**config.mk**
```make
export PLATFORM = sky130hd
export DESIGN_NAME = ex_muldiv_unit
export DESIGN_NICKNAME = d
export VERILOG_FILES = /design/src/rtl/ex_muldiv_unit.sv
export SDC_FILE = /design/constraint.sdc
export NUM_CORES = 1
export LEC_CHECK = 0
export CAP_MARGIN = 30
export CORE_UTILIZATION = 35
export CTS_CLUSTER_DIAMETER = 30
export DETAILED_ROUTE_END_ITERATION = 10
export GPL_ROUTABILITY_DRIVEN = 0
export PLACE_DENSITY = 0.57
export SLEW_MARGIN = 30
export SYNTH_ARGS = -nofsm -noshare
export SYNTH_HDL_FRONTEND = slang
export SYNTH_SLANG_ARGS = --single-unit
```
**constraint.sdc**
```tcl
create_clock -name clk -period 3.45 [get_ports clk]
set_input_delay 0.345 -clock clk [delete_from_list [all_inputs] [get_ports clk]]
set_output_delay 0.345 -clock clk [all_outputs]
set_load 0.1 [all_outputs]
```
**src/rtl/ex_muldiv_unit.sv**
```systemverilog
// ex_muldiv_unit: RV32M multiply/divide unit in the execute stage.
// FSM IDLE -> CALC -> DONE. The unit multiplies by radix-2 shift-add and divides by restoring
// division, both on operand magnitudes. The sign fix-up is applied in DONE.
// Divide-by-zero, signed overflow and (optionally) all MUL ops skip CALC and take the short path.
// Config macro MULDIV_FAST_MUL_EN: when defined, MUL/MULH/MULHSU/MULHU use a
// single-cycle multiplier and take the short path. Divides always iterate.
module ex_muldiv_unit #(
  parameter int XLEN  = 32,
  parameter int CNT_W = 6
) (
  input  logic            clk,
  input  logic            rst_n,
  input  logic            start_i,
  input  logic            kill_i,
  input  logic [2:0]      funct3_i,
  input  logic [XLEN-1:0] rs1_i,
  input  logic [XLEN-1:0] rs2_i,
  input  logic [4:0]      rd_i,
  output logic            stall_o,
  output logic            busy_o,
  output logic            result_valid_o,
  output logic [XLEN-1:0] result_o,
  output logic [4:0]      rd_o
);

  typedef enum logic [1:0] {S_IDLE, S_CALC, S_DONE} state_t;

  state_t            state_q, state_d;
  logic [CNT_W-1:0]  cnt_q;
  logic [2:0]        funct3_q;
  logic [4:0]        rd_q;
  logic [XLEN-1:0]   hi_q, lo_q, opa_q;
  logic              neg_q_q, neg_r_q;
  logic [XLEN-1:0]   result_hold_q;

  // ---------------- start-time operand decode ----------------
  logic              is_div, a_signed, b_signed, a_neg, b_neg;
  logic [XLEN-1:0]   a_mag, b_mag;
  logic              div_zero, div_ovf, fast_mul, short_path;

  assign is_div   = funct3_i[2];
  assign a_signed = (funct3_i == 3'b001) | (funct3_i == 3'b010) |
                    (funct3_i == 3'b100) | (funct3_i == 3'b110);
  assign b_signed = (funct3_i == 3'b001) | (funct3_i == 3'b100) | (funct3_i == 3'b110);
  assign a_neg    = a_signed & rs1_i[XLEN-1];
  assign b_neg    = b_signed & rs2_i[XLEN-1];
  assign a_mag    = a_neg ? -rs1_i : rs1_i;
  assign b_mag    = b_neg ? -rs2_i : rs2_i;
  assign div_zero = is_div & (rs2_i == '0);
  assign div_ovf  = is_div & ~funct3_i[0] & (rs1_i == {1'b1, {(XLEN-1){1'b0}}}) &
                    (rs2_i == '1);

`ifdef MULDIV_FAST_MUL_EN
  logic [2*XLEN-1:0] fast_prod;
  assign fast_mul  = ~is_div;
  assign fast_prod = {{XLEN{1'b0}}, a_mag} * {{XLEN{1'b0}}, b_mag};
`else
  assign fast_mul  = 1'b0;
`endif

  assign short_path = div_zero | div_ovf | fast_mul;

  // ---------------- one radix-2 iteration ----------------
  logic [XLEN:0]   mul_sum, rem_sh, rem_diff;
  logic [XLEN-1:0] hi_step, lo_step;

  assign mul_sum  = {1'b0, hi_q} + (lo_q[0] ? {1'b0, opa_q} : '0);
  assign rem_sh   = {hi_q, lo_q[XLEN-1]};
  assign rem_diff = rem_sh - {1'b0, opa_q};

  // Select the multiply (shift-add) or divide (restoring) step for the latched op.
  // NOTE: every always_comb output gets a default first, so no path can infer a latch.
  always_comb begin
    hi_step = hi_q;
    lo_step = lo_q;
    if (funct3_q[2]) begin
      if (!rem_diff[XLEN]) begin
        hi_step = rem_diff[XLEN-1:0];
        lo_step = {lo_q[XLEN-2:0], 1'b1};
      end else begin
        hi_step = rem_sh[XLEN-1:0];
        lo_step = {lo_q[XLEN-2:0], 1'b0};
      end
    end else begin
      hi_step = mul_sum[XLEN:1];
      lo_step = {mul_sum[0], lo_q[XLEN-1:1]};
    end
  end

  // ---------------- sign fix-up from registered magnitudes ----------------
  logic [2*XLEN-1:0] prod, prod_fix;
  logic [XLEN-1:0]   result_fix;

  assign prod     = {hi_q, lo_q};
  assign prod_fix = neg_q_q ? -prod : prod;

  // Pick the result field for the latched funct3 and apply the sign.
  always_comb begin
    result_fix = '0;
    unique case (funct3_q)
      3'b000:                 result_fix = prod_fix[XLEN-1:0];
      3'b001, 3'b010, 3'b011: result_fix = prod_fix[2*XLEN-1:XLEN];
      3'b100, 3'b101:         result_fix = neg_q_q ? -lo_q : lo_q;
      default:                result_fix = neg_r_q ? -hi_q : hi_q;
    endcase
  end

  // ---------------- FSM ----------------
  // State register.
  // NOTE: sequential state uses non-blocking assignments so all flops update together.
  always_ff @(posedge clk or negedge rst_n) begin
    if (!rst_n) state_q <= S_IDLE;
    else        state_q <= state_d;
  end

  // Next state plus stall/valid strobes. kill_i overrides everything.
  always_comb begin
    state_d        = state_q;
    stall_o        = 1'b0;
    result_valid_o = 1'b0;
    unique case (state_q)
      S_IDLE: if (start_i) begin
        stall_o = 1'b1;
        state_d = short_path ? S_DONE : S_CALC;
      end
      S_CALC: begin
        stall_o = 1'b1;
        if (cnt_q == '0) state_d = S_DONE;
      end
      S_DONE: begin
        result_valid_o = 1'b1;
        state_d        = S_IDLE;
      end
      default: state_d = S_IDLE;
    endcase
    if (kill_i) begin
      state_d        = S_IDLE;
      stall_o        = 1'b0;
      result_valid_o = 1'b0;
    end
  end

  // Datapath: latch operands at start, iterate in CALC, keep the delivered result.
  // NOTE: datapath registers are reset too, so result_o and rd_o read zero after reset.
  always_ff @(posedge clk or negedge rst_n) begin
    if (!rst_n) begin
      cnt_q         <= '0;
      funct3_q      <= '0;
      rd_q          <= '0;
      hi_q          <= '0;
      lo_q          <= '0;
      opa_q         <= '0;
      neg_q_q       <= 1'b0;
      neg_r_q       <= 1'b0;
      result_hold_q <= '0;
    end else if (kill_i) begin
      cnt_q <= '0;
    end else begin
      unique case (state_q)
        S_IDLE: if (start_i) begin
          funct3_q <= funct3_i;
          rd_q     <= rd_i;
          cnt_q    <= '0;
          if (div_zero) begin
            hi_q    <= rs1_i;
            lo_q    <= '1;
            neg_q_q <= 1'b0;
            neg_r_q <= 1'b0;
          end else if (div_ovf) begin
            hi_q    <= '0;
            lo_q    <= {1'b1, {(XLEN-1){1'b0}}};
            neg_q_q <= 1'b0;
            neg_r_q <= 1'b0;
          end
`ifdef MULDIV_FAST_MUL_EN
          else if (fast_mul) begin
            {hi_q, lo_q} <= fast_prod;
            neg_q_q      <= a_neg ^ b_neg;
            neg_r_q      <= 1'b0;
          end
`endif
          else begin
            cnt_q   <= CNT_W'(XLEN-1);
            hi_q    <= '0;
            lo_q    <= is_div ? a_mag : b_mag;
            opa_q   <= is_div ? b_mag : a_mag;
            neg_q_q <= a_neg ^ b_neg;
            neg_r_q <= a_neg;
          end
        end
        S_CALC: begin
          hi_q <= hi_step;
          lo_q <= lo_step;
          if (cnt_q != '0) cnt_q <= cnt_q - CNT_W'(1);
        end
        S_DONE: result_hold_q <= result_fix;
        default: ;
      endcase
    end
  end

  assign busy_o   = (state_q != S_IDLE);
  assign result_o = (state_q == S_DONE) ? result_fix : result_hold_q;
  assign rd_o     = rd_q;

endmodule

```
==> out/results.txt <==
Synthesized area per cell = 7.38 um2
Fmax = 233 MHz
Post-Syn Nets = 2202
# IOs = 116
Final Hold Violating Endpoints = 0
Post-DP HPWL = 49.9 mm
YS warnings = 0
Clock buffer depth = 2
R2R depth = 20
Vias in the first global route = 17000
PD cells = 888 nW/um2
Initial DRT Pass Iterations = 6
Final min period = 4.29 ns
Drt drc = 0
TNS Setup = -16.00 ns
Critical Path End Type = output pin
Post-synth ARST share = 100%
Reg-to-reg endpoint = hi_q[26]$_DFFE_PN0P_
Share of the synthesized area in the top cell type = 24.1%
M1 WL = 26.8 mm
Worst-path clk slew = 0.07 ns
CP Launch Type = flop
Hold Crit Class = input pin to async pin
Final nets = 2544
Final Slew Violations = 0
Worst r2r src = hi_q[0]$_DFFE_PN0P_
Worst hold slack = 0.458 ns
Area contributors post-synth = dfrtp_1 24%, o21ai_0 6.6%, a21oi_1 6.1%
CTS tree = done
Post-Synthesis Cell Area = 15200 um2
Max-cap violations = 0
Core Footprint = 42300 um2
Setup Viol. Count Final = 63
Grt total ovfl = 0
Count leader, synth = nand2_1
Relative slew slack = 33.9%
Die area = 44100 um2
Post-synth EDFFs = 0
Clock Latency Late Sink = 0.47 ns
Tcrit/Tclk final = 124%
Total track usage = 29.2%
Seq/Total Area, Yosys = 24.1%
Slew @ Worst Pin = 0.988 ns
Setup WS post-layout = -0.843 ns
Vias/cell = 5.88
Proportion of layout cells with a drive suffix above 1 = 28.5%
CTS Buf Count = 17
Final WL = 64.9 mm
Layout Area Growth over Synthesis = 43.5%
Top sig layer = met4
Critical Path Fanout Max = 4
Pin count of the biggest net entering global routing = 112
Lkg Pwr = 9.21 nW
Buffers on Ports = 115
Htree depth = 4
Routed wl met3 = 5.41 mm
Skew final = 0.0173 ns
Initial antenna violation count = 0
Arr. time, crit path = 3.95 ns
Synth cell count leaders = 243 x nand2_1, 200 x o21ai_0, 196 x nor2_1, 184 x a21oi_1, 146 x dfrtp_1
Die Span X = 210 um
Clock root buffer = clkbuf_16
Failing checks = setup timing
Initial DRC Count = 1771
Chip height = 210 um
First-pass GRT wire length = 98.9 mm
Avg WL per Cell = 21.7 um
Worst Path Required = 3.11 ns
Flop-to-flop setup slack = -0.24 ns
Std-Cell Rows = 75
Cell variety after synth = 77
Seq cells post-synth = 146
Worst VDD drop = 0.000525 V
Number of cells produced by synthesis = 2053
Initial core utilization = 35.8%
Clk sinks = 146
Routed vias = 17600
Setup CP Type = flop to output pin
Met2 wire len = 30.0 mm
RSZ-0062 raised after global routing = yes
Antenna Violating Nets Remaining = 0
Post-synth top area cell = dfrtp_1
Status = finished with violations
Main synth FF type = dfrtp_1
power by group:
part	internal [mW]	switching, mW	leakage, nW	total [mW]
Clock	1.39	0.855	0.333	2.24
Combinational	6.21	8.15	7.08	14.4
Sequential	2.22	0.490	1.80	2.71
Total	9.82	9.49	9.21	19.3
critical path: stages, from the launching register on:
cell	delay [ns]
dfrtp_1	0.39
or4_4	0.54
or4b_4	0.52
or3_4	0.36
or4_4	0.43
nand2b_4	0.18
o21ai_4	0.16
a21oi_2	0.05
a22oi_1	0.21
a222oi_1	0.13
buf_4	0.18
o21ai_4	0.13
buf_12	0.19
how the worst max path moves through the flow:
stage	slack [ns]	cells past startpoint	end	from
after floorplan	-0.48	11	result_o[31]	hi_q[14]$_DFFE_PN0P_
after global placement	-0.41	11	result_o[31]	hi_q[14]$_DFFE_PN0P_
after detailed placement	-0.41	11	result_o[31]	hi_q[14]$_DFFE_PN0P_
after CTS	-0.87	12	result_o[31]	hi_q[14]$_DFFE_PN0P_
after global routing	-0.92	14	result_o[25]	hi_q[14]$_DFFE_PN0P_
final	-0.84	12	result_o[31]	hi_q[14]$_DFFE_PN0P_
layout by cell type (no fill, tap or decap), drive strengths merged, types with 48 or more instances in the layout:
| cell | netlist | routed |
|---|---|---|
| buf | 17 | 386 |
| nand2 | 243 | 243 |
| o21ai | 205 | 205 |
| nor2 | 196 | 196 |
| a21oi | 184 | 184 |
| dfrtp | 146 | 146 |
| xnor2 | 105 | 105 |
| xor2 | 81 | 81 |
| clkdlybuf4s50 | 0 | 79 |
| ha | 71 | 71 |
| inv | 68 | 71 |
| nor3 | 49 | 49 |
| mux2i | 48 | 48 |
layout make-up:
cell class | instances | area [um2]
antenna | 2 | 5.00
multi-input combinational | 1696 | 12000
tap | 577 | 722
clock inverter | 14 | 248
fill | 3942 | 20600
clock buffer | 18 | 439
inverter | 68 | 260
timing repair buffer | 466 | 4420
sequential | 146 | 3660
through the flow:
step                std cells  cell area, um2  setup WS [ns]  util, %  total power [mW]
finish                   2987           21700         -0.843     51.4              19.3
global route             2985           21700         -0.920     51.4              20.3
CTS                      2963           21000         -0.868     49.6              17.6
detailed placement       2896           19400         -0.408     45.8              14.5
global placement         2896           19400         -0.408     45.8              14.4
floorplan                2053           15400         -0.477        -              9.89
routing by layer:
layer | GRT usage [%] | vias to the layer above
met3 | 5.50 | 160
li1 | - | 8106
met4 | 12.9 | 0
met1 | 37.9 | 8385
met5 | 0 | -
met2 | 47.2 | 919
state kept, by name, indices dropped and copies added (netlist names):
| signal | flops |
|---|---|
| funct3_q | 3 |
| rd_o | 5 |
| result_hold_q | 32 |
| opa_q | 32 |
| hi_q | 32 |
| cnt_q | 6 |
| neg_q_q | 1 |
| lo_q | 32 |
| neg_r_q | 1 |
| state_q | 2 |
cell families (layout without fill, tap and decap cells):
family          after synthesis  in the layout  share of synthesized area [%]
compound gates              675            675                           27.6
xor+xnor                    186            186                           10.7
fa+ha+maj                    73             73                           6.13
buf+inv                     211            566                           5.36
flops                       146            146                           24.1
mux                          71             71                           4.88
other cells                   0              2                              0
simple gates                691            691                           21.2
repair_timing:
item	CTS	global route
pin swaps	90	96
gates cloned	0	1
setup buffers	40	23
hold endpoints to repair	53	0
gates resized for setup	182	140
hold buffers	1	0
endpoints found under the setup margin	62	58
Power figures use the tool's default switching activity.
